[config.mk]
export PLATFORM = sky130hd
export DESIGN_NAME = xnor_popcount_accumulator_flat
export DESIGN_NICKNAME = d
export VERILOG_FILES = /design/src/rtl/xnor_popcount_accumulator_pkg.sv /design/src/rtl/xnor_popcount_accumulator_if.sv /design/src/rtl/xnor_popcount_accumulator_stage.sv /design/src/rtl/xnor_popcount_accumulator.sv /design/src/flat_wrapper.sv
export SDC_FILE = /design/constraint.sdc
export NUM_CORES = 1
export LEC_CHECK = 0
export BUFFER_PORTS_ARGS = -buffer_cell sky130_fd_sc_hd__buf_2
export CAP_MARGIN = 20
export CORE_MARGIN = 8
export CORE_UTILIZATION = 45
export CTS_CLUSTER_SIZE = 16
export DETAILED_ROUTE_END_ITERATION = 10
export GPL_TIMING_DRIVEN = 0
export PLACE_DENSITY = 0.67
export SLEW_MARGIN = 20
export SYNTH_ARGS = -nofsm -noshare
export SYNTH_HDL_FRONTEND = slang
export SYNTH_SLANG_ARGS = --single-unit
[constraint.sdc]
create_clock -name clk -period 5.2 [get_ports clk]
set_input_delay 1.56 -clock clk [delete_from_list [all_inputs] [get_ports clk]]
set_output_delay 1.56 -clock clk [all_outputs]
set_load 0.05 [all_outputs]
[src/rtl/xnor_popcount_accumulator_pkg.sv]
// Shared helpers for the binary CNN datapath: popcount, ceil-log2 and the
// accumulator width check used at elaboration.
package bcnn_pkg;

    localparam int unsigned POPCNT_MAX_W = 64;

    function automatic int unsigned clog2_f(input int unsigned n);
        int unsigned r;
        r = 0;
        while ((64'd1 << r) < 64'(n)) r++;
        return r;
    endfunction

    function automatic int unsigned popcount_f(input logic [POPCNT_MAX_W-1:0] v);
        int unsigned c;
        c = 0;
        for (int i = 0; i < POPCNT_MAX_W; i++) c += 32'(v[i]);
        return c;
    endfunction

    // The window sum must fit in SUM_WIDTH bits so the accumulator can never wrap.
    function automatic bit sum_width_ok_f(input int vec_w, input int num_beats, input int sum_w);
        if (vec_w < 1 || vec_w > int'(POPCNT_MAX_W)) return 1'b0;
        if (num_beats < 1 || sum_w < 1 || sum_w > 31) return 1'b0;
        return (longint'(1) << sum_w) > (longint'(vec_w) * longint'(num_beats));
    endfunction

endpackage

[src/rtl/xnor_popcount_accumulator_if.sv]
// Beat stream in, window result out; master drives beats, slave is the accumulator.
interface xnor_popcount_accumulator_if #(
    parameter int VEC_WIDTH = 4,
    parameter int SUM_WIDTH = 4
);
    logic                 valid_in;
    logic                 clear_in;
    logic [VEC_WIDTH-1:0] act_in;
    logic [VEC_WIDTH-1:0] wgt_in;
    logic [SUM_WIDTH-1:0] popcount;
    logic                 valid_out;
    logic                 busy;

    modport master (
        output valid_in, clear_in, act_in, wgt_in,
        input  popcount, valid_out, busy
    );

    modport slave (
        input  valid_in, clear_in, act_in, wgt_in,
        output popcount, valid_out, busy
    );
endinterface

[src/rtl/xnor_popcount_accumulator_stage.sv]
// Stage 1: XNOR one beat, popcount it and register the count with window tags.
module xnor_popcount_stage
    import bcnn_pkg::*;
#(
    parameter int VEC_WIDTH = 4,
    parameter int BSW_W     = clog2_f(VEC_WIDTH + 1)
) (
    input  logic                 clk,
    input  logic                 reset,
    input  logic                 valid_i,
    input  logic                 first_i,
    input  logic                 last_i,
    input  logic [VEC_WIDTH-1:0] act_i,
    input  logic [VEC_WIDTH-1:0] wgt_i,
    output logic                 valid_o,
    output logic                 first_o,
    output logic                 last_o,
    output logic [BSW_W-1:0]     beat_sum_o
);
    logic [VEC_WIDTH-1:0] xnor_v;
    logic [BSW_W-1:0]     beat_sum_d;
    logic [BSW_W-1:0]     beat_sum_q;
    logic                 valid_q;
    logic                 first_q;
    logic                 last_q;

    // Held in a VEC_WIDTH-wide net so the inversion cannot leak into padding bits.
    assign xnor_v     = ~(act_i ^ wgt_i);
    assign beat_sum_d = BSW_W'(popcount_f(64'(xnor_v)));

    always_ff @(posedge clk) begin
        if (reset) begin
            valid_q    <= 1'b0;
            first_q    <= 1'b0;
            last_q     <= 1'b0;
            beat_sum_q <= '0;
        end else begin
            valid_q <= valid_i;
            if (valid_i) begin
                first_q    <= first_i;
                last_q     <= last_i;
                beat_sum_q <= beat_sum_d;
            end
        end
    end

    assign valid_o    = valid_q;
    assign first_o    = first_q;
    assign last_o     = last_q;
    assign beat_sum_o = beat_sum_q;
endmodule

[src/rtl/xnor_popcount_accumulator.sv]
// Windowed XNOR-popcount dot product: beat counter, window FSM, accumulator
// and the strobed output register feeding threshold_activation.
//
//   state | meaning
//   IDLE  | no partial window; next accepted beat is beat 0
//   ACCUM | beat 0 seen, waiting for the remaining beats of the window
module xnor_popcount_accumulator
    import bcnn_pkg::*;
#(
    parameter int VEC_WIDTH = 4,
    parameter int NUM_BEATS = 3,
    parameter int SUM_WIDTH = 4
) (
    input  logic                        clk,
    input  logic                        reset,
    xnor_popcount_accumulator_if.slave  bus
);
    localparam int CNT_W = (clog2_f(NUM_BEATS) > 0) ? int'(clog2_f(NUM_BEATS)) : 1;
    localparam int BSW_W = int'(clog2_f(VEC_WIDTH + 1));
    localparam logic [CNT_W-1:0] LAST_IDX = CNT_W'(NUM_BEATS - 1);

    localparam logic [0:0] IDLE  = 1'b0;
    localparam logic [0:0] ACCUM = 1'b1;

    if (!sum_width_ok_f(VEC_WIDTH, NUM_BEATS, SUM_WIDTH)) begin : g_bad_params
        $error("xnor_popcount_accumulator: need 2**SUM_WIDTH > VEC_WIDTH*NUM_BEATS and NUM_BEATS >= 1");
    end

    logic [0:0]           state_q, state_d;
    logic [CNT_W-1:0]     cnt_q, cnt_d;
    logic [CNT_W-1:0]     cnt_base;
    logic                 first_tag;
    logic                 last_tag;

    logic                 s1_valid, s1_first, s1_last;
    logic [BSW_W-1:0]     s1_sum;
    logic                 s1_take;

    logic [SUM_WIDTH-1:0] acc_q, acc_d;
    logic                 done_q, done_d;
    logic [SUM_WIDTH-1:0] popcount_q;
    logic                 valid_out_q;

    // A clear restarts the window in the same cycle, so a coincident beat is beat 0.
    always_comb begin
        cnt_base  = bus.clear_in ? '0 : cnt_q;
        first_tag = (cnt_base == '0);
        last_tag  = (cnt_base == LAST_IDX);
        cnt_d     = cnt_base;
        state_d   = bus.clear_in ? IDLE : state_q;
        if (bus.valid_in) begin
            if (last_tag) begin
                cnt_d   = '0;
                state_d = IDLE;
            end else begin
                cnt_d   = cnt_base + CNT_W'(1);
                state_d = ACCUM;
            end
        end
    end

    always_ff @(posedge clk) begin
        if (reset) begin
            state_q <= IDLE;
            cnt_q   <= '0;
        end else begin
            state_q <= state_d;
            cnt_q   <= cnt_d;
        end
    end

    xnor_popcount_stage #(
        .VEC_WIDTH (VEC_WIDTH),
        .BSW_W     (BSW_W)
    ) u_stage (
        .clk        (clk),
        .reset      (reset),
        .valid_i    (bus.valid_in),
        .first_i    (first_tag),
        .last_i     (last_tag),
        .act_i      (bus.act_in),
        .wgt_i      (bus.wgt_in),
        .valid_o    (s1_valid),
        .first_o    (s1_first),
        .last_o     (s1_last),
        .beat_sum_o (s1_sum)
    );

    // A clear drops whatever stage 1 holds so a partial window never completes.
    assign s1_take = s1_valid && !bus.clear_in;

    always_comb begin
        acc_d  = acc_q;
        done_d = 1'b0;
        if (s1_take) begin
            acc_d  = s1_first ? SUM_WIDTH'(s1_sum) : acc_q + SUM_WIDTH'(s1_sum);
            done_d = s1_last;
        end
    end

    always_ff @(posedge clk) begin
        if (reset) begin
            acc_q       <= '0;
            done_q      <= 1'b0;
            popcount_q  <= '0;
            valid_out_q <= 1'b0;
        end else begin
            acc_q       <= acc_d;
            done_q      <= done_d;
            valid_out_q <= done_q;
            if (done_q) popcount_q <= acc_q;
        end
    end

    assign bus.popcount  = popcount_q;
    assign bus.valid_out = valid_out_q;
    assign bus.busy      = (state_q == ACCUM);
endmodule

[src/flat_wrapper.sv]
// flat-port wrapper written by rule: the top's interface ports become plain ports
module xnor_popcount_accumulator_flat import bcnn_pkg::*;
#(
    parameter int VEC_WIDTH = 4,
    parameter int NUM_BEATS = 3,
    parameter int SUM_WIDTH = 4
)
  (clk, reset, bus_valid_in, bus_clear_in, bus_act_in, bus_wgt_in, bus_popcount, bus_valid_out, bus_busy);
  xnor_popcount_accumulator_if #(.VEC_WIDTH(VEC_WIDTH), .SUM_WIDTH(SUM_WIDTH)) bus_i ();
  input  logic clk;
  input  logic reset;
  input wire logic [$bits(bus_i.valid_in)-1:0] bus_valid_in;
  input wire logic [$bits(bus_i.clear_in)-1:0] bus_clear_in;
  input wire logic [$bits(bus_i.act_in)-1:0] bus_act_in;
  input wire logic [$bits(bus_i.wgt_in)-1:0] bus_wgt_in;
  output wire logic [$bits(bus_i.popcount)-1:0] bus_popcount;
  output wire logic [$bits(bus_i.valid_out)-1:0] bus_valid_out;
  output wire logic [$bits(bus_i.busy)-1:0] bus_busy;
  assign bus_i.valid_in = bus_valid_in;
  assign bus_i.clear_in = bus_clear_in;
  assign bus_i.act_in = bus_act_in;
  assign bus_i.wgt_in = bus_wgt_in;
  assign bus_popcount = bus_i.popcount;
  assign bus_valid_out = bus_i.valid_out;
  assign bus_busy = bus_i.busy;
  xnor_popcount_accumulator #(.VEC_WIDTH(VEC_WIDTH), .NUM_BEATS(NUM_BEATS), .SUM_WIDTH(SUM_WIDTH)) u_core (.clk(clk), .reset(reset), .bus(bus_i));
endmodule
* Word level (Yosys, flattened, before mapping)
Cells that the tools add are included.
Word-level totals: bits of input ports 12, word-level logic and storage cells 31, output and inout port bits 6, flip-flop bits (word level) 19
Operators by class: muxes and demuxes 7, reduce and logical (&&, ||, !) cells 5, bitwise logic cells 3, $add $sub $neg 5, equal/unequal tests 1
Operators by type and width (number):
- 2-bit two-way mux | 3
- 4-bit by 3-bit adder with 4-bit output | 1
- 4-bit two-way mux | 1
- 4-bit NOT | 1
- 4-bit bitwise XOR | 1
- 2-bit by 1-bit adder with 3-bit output | 1
- 3-bit by 1-bit adder with 3-bit output | 1
- 1-bit two-way mux | 3
- 1-bit by 1-bit adder with 2-bit output | 1
- 2-bit by 1-bit adder with 2-bit output (second input constant) | 1
- 2-bit equality test (second input constant) | 1
- 2-bit zero test | 1
- 2-bit nonzero test | 1
- 2-bit OR reduction | 1
- 1-bit logical AND | 1
- 1-bit zero test | 1
- 1-bit NOT | 1

* Logic depth before layout (Yosys ltp)
word-level depth 5, mapped depth 6, mapped depth without buffers 6

* By module
Synthesis repeated with hierarchy kept, for this count alone.
Second synthesis, totals: cell total of the unflattened synthesis 90, area total of the unflattened synthesis 900.9 um2
By module, submodules not included:
- xnor_popcount_accumulator | area each 606.8 um2, times used 1, cells each 63, sequential area each 260.2 um2
- xnor_popcount_stage | area each 294.0 um2, times used 1, cells each 27, sequential area each 120.1 um2

* Worst setup path after synthesis
Ideal clock, no wire load.
path kind input port to flip-flop, start point input port bus_wgt_in[1], end point register u_core.u_stage.beat_sum_q[1], in the netlist u_core.u_stage.beat_sum_o[1], path slack 2.278 ns, required time 5.082 ns, setup time 0.118 ns, stages 6, data arrival time 2.804 ns, buffers on the path 0, cells stage by stage xnor2_1 -> fa_1 -> ha_1 -> ha_1 -> mux2i_1 -> nor2_1
On the way: cells in the longest elaborated chain, start to end 5
Ends and longest elaborated chain:
- start: declaration | RTL line flat_wrapper.sv:15 | input wire logic [$bits(bus_i.wgt_in)-1:0] bus_wgt_in;
- 4-bit bitwise XOR | RTL line xnor_popcount_accumulator_stage.sv:28 | assign xnor_v = ~(act_i ^ wgt_i);
- 4-bit NOT | RTL line xnor_popcount_accumulator_stage.sv:28
- 1-bit by 1-bit adder with 2-bit output | RTL line xnor_popcount_accumulator_pkg.sv:17 | for (int i = 0; i < POPCNT_MAX_W; i++) c += 32'(v[i]);
- 2-bit by 1-bit adder with 3-bit output | RTL line xnor_popcount_accumulator_pkg.sv:17
- 3-bit by 1-bit adder with 3-bit output | RTL line xnor_popcount_accumulator_pkg.sv:17
- named net u_core.u_stage.beat_sum_d[1] | RTL line xnor_popcount_accumulator_stage.sv:21 | logic [BSW_W-1:0] beat_sum_d;
- end signal: assignment | RTL line xnor_popcount_accumulator_stage.sv:42 | beat_sum_q <= beat_sum_d;
- end: declaration | RTL line xnor_popcount_accumulator_stage.sv:22 | logic [BSW_W-1:0] beat_sum_q;
The timed path passes the listed nets, and every way through them passes these cells. A chain may end at the register's enable or synchronous reset.

* Final worst setup path
start point input port bus_wgt_in[0], end point register u_core.u_stage.beat_sum_q[1], in the netlist u_core.u_stage.beat_sum_o[1]
The elaborated chain is that of the path after synthesis.

==> summary.txt <==
CTS
  – Post_cts resized: 0
  – Postcts setup bufs: 0
  – Clock Latency Late Sink: 0.30 ns
  – Clock sinks: 19
  – CTS tree: built
  – Cts hold-fix bufs: 0
  – Clock root cell: clkbuf_4
  – Worst-path clk slew: 0.11 ns
  – CTS H-Tree Depth: 1
  – CTS buffer count: 3
  – CTS Buffer Depth: 2

GRT
  – GRT Total Usage: 10.7%
  – Vias in the first global route: 699
  – Largest net degree at the start of global routing: 11
  – Initial antenna violation count: 0
  – Grt ovf: 0
  – Global-route wire length before repair: 2940 µm

Route
  – DRT iter0 DRCs: 10
  – Routed Antenna Nets: 0
  – Drt wl/cell: 12.4 µm
  – Post-Route WL: 1710 µm
  – Post-route DRC violation count: 0
  – Avg Vias per Cell: 5.10
  – Vias post-DR: 704
  – Iteration count of the initial detailed-routing pass: 4

Floorplan
  – Die Wd: 60.7 µm
  – Core area: 0.00192 mm²
  – Boundary Pins: 18
  – Die Y: 60.7 µm
  – Row Count: 16
  – Initial Util: 46.7%
  – Die Area: 0.00368 mm²

Place
  – Gpl congestion: 0.747
  – Port bufs: 16
  – DP HPWL: 1280 µm

Pwr
  – Lkg Pwr: 0.425 nW
  – Comb pwr share: 16.0%
  – Clock power frac: 27.8%
  – Sequential power share: 56.2%
  – Switching share of power: 27.3%
  – Internal: 203 µW
  – PwrDens: 269 mW/mm²
  – Switch Pwr: 76.3 µW
  – VDD IR max: 0.163 mV

Worst setup path
  – CP Max Fanout: 1
  – Reg-to-reg slack, setup: 3.59 ns
  – CP Data Required Time: 5.41 ns
  – Worst Setup End Kind: flip-flop
  – R2R Path Start: u_core.acc_q[0]
  – Worst setup startpoint: bus_wgt_in[0]
  – Critical path class: in -> reg
  – Crit path launch type: primary input
  – Worst EP arrival: 2.97 ns

Run
  – Max-Cap Viols: 0

Synth
  – Synth Area in XOR/XNOR: 4.87%
  – Most used flip-flop cell after synthesis: dfxtp_1
  – #FFs+latches synth: 19
  – List of most frequent post-synthesis cells: 19 x dfxtp_1, 12 x nor2_1, 9 x mux2i_1
  – Mux cell area share after synthesis: 13.0%
  – Cell variety after synth: 29
  – Synth Area per Inst: 9.87 µm²
  – Largest family of logic cells by synthesized area: simple AND/OR/NAND/NOR gates
  – Cells after synthesis: 91
  – Yosys warning count: 0
  – Post-Synth Simple-Gate Area: 16.7%
  – Synth area leaders: dfxtp_1 42%, mux2i_1 10%, ha_1 7.0%
  – Post-synth ARST share: 0%
  – Netlist Area Pre-Place: 898 µm²
  – Top-area cell type share of the netlist area: 42.3%
  – Yosys top cell by area: dfxtp_1
  – Post-synthesis sequential area ratio: 42.3%
  – Adder-Cell Fraction of Synth Area: 11.4%
  – Mapped Nets: 110
  – Compound-Gate Fraction of Synth Area: 7.52%
  – Count leader, synth: dfxtp_1
  – Number of flops mapped to enable cells by yosys: 0

Timing
  – Fin. Hold Viols: 0
  – Final-report setup violation count: 0
  – RSZ-0062 raised after global routing: no
  – Worst-margin pin slew: 0.428 ns
  – Final Critical Period: 2.76 ns
  – Hold Slack: 0.464 ns
  – Fin crit share: 53.1%
  – Worst Skew: 0.00380 ns
  – Final slew viol count: 0
  – Fmax: 362 MHz
  – Sum of negative setup slack: 0 ns
  – Max-slew headroom: 71.4%

Layout
  – # nets final: 131
  – Ant. Diodes: 0
  – Proportion of layout cells with a drive suffix above 1: 23.4%
  – Synthesis-to-layout area growth: 15.6%

Hold path
  – Hold/Removal Path Class: reg -> reg
  – Min-delay src: u_core.u_stage.last_o

Outcome
  – Outcome: complete, no violations
worst max-delay path, cell delays in order:
cell	delay [ns]
buf_2	0.10
xnor2_1	0.22
fa_1	0.43
ha_1	0.21
ha_1	0.27
mux2i_1	0.14
nor2_1	0.05
flip-flops by register name, indices dropped and copies added (netlist names):
register	count
u_core.acc_q	4
u_core.bus.busy	1
u_core.bus.popcount	4
u_core.bus.valid_out	1
u_core.cnt_q	2
u_core.done_q	1
u_core.u_stage.beat_sum_o	3
u_core.u_stage.first_o	1
u_core.u_stage.last_o	1
u_core.u_stage.valid_o	1
final timing paths:
check             cells past startpoint                      endpoint
setup / recovery                      7  u_core.u_stage.beat_sum_o[1]
hold / removal                        2                 u_core.done_q
setup reg to reg                      6               u_core.acc_q[2]
hold reg to reg                       2                 u_core.done_q
cells in the final DEF, fill, tap and decap left out:
master / n
a2111o_1: 1
a211oi_1: 2
a21oi_1: 5
a31oi_1: 1
and2_1: 1
and2b_1: 1
buf_2: 17
clkbuf_1: 3
clkbuf_2: 2
clkbuf_4: 3
dfxtp_1: 19
fa_1: 2
ha_1: 5
inv_1: 4
mux2_2: 1
mux2_4: 1
mux2i_1: 9
nand2_1: 3
nand2b_1: 2
nand3_1: 1
nand4b_1: 1
nor2_1: 12
nor2_2: 1
nor2b_1: 2
nor3_1: 2
nor3b_1: 1
o21ai_0: 2
or3b_1: 1
or3b_2: 1
xnor2_1: 5
routing by layer:
metal  track usage, %  vias to the layer above  share of wire (%)
li1                 -                      349                  -
met3             3.39                        6                6.3
met5                0                        -                  0
met1             11.5                      327                 46
met2             17.6                       22                 46
met4             6.64                        0                2.0
per-stage QoR:
stage               std cells  util, %  power, mW  instance area (µm²)  worst slack (ns)
detailed placement        134     52.7      0.205                 1010              2.09
CTS                       138     54.0      0.281                 1040              2.42
floorplan                  91        -      0.192                  898              2.28
finish                    138     54.0      0.279                 1040              2.44
global route              138     54.0      0.293                 1040              2.34
global placement          134     52.7      0.203                 1010              2.13
final cells by class:
type,count,area (µm²)
Buffer,5,22.5
Clock buffer,4,26.3
Fill cell,191,883
Inverter,4,15.0
Multi-Input combinational cell,63,480
Sequential cell,19,380
Tap cell,27,33.8
Timing Repair Buffer,16,80.1
cells by family after synthesis:
| kind of cell | count (synthesis) |
|---|---|
| compound gates | 11 |
| flops | 19 |
| simple gates | 29 |
| fa+ha+maj | 7 |
| buf+inv | 9 |
| mux | 11 |
| xor+xnor | 5 |
power groups by stage:
stage | logic (mW) | registers (mW) | clock network [mW]
finish | 0.0447 | 0.157 | 0.0778
global route | 0.0513 | 0.158 | 0.0841
CTS | 0.0454 | 0.157 | 0.0783
detailed placement | 0.0450 | 0.160 | 0
global placement | 0.0427 | 0.160 | 0
floorplan | 0.0312 | 0.161 | 0
Note: power is estimated with default switching activity, not from simulation.
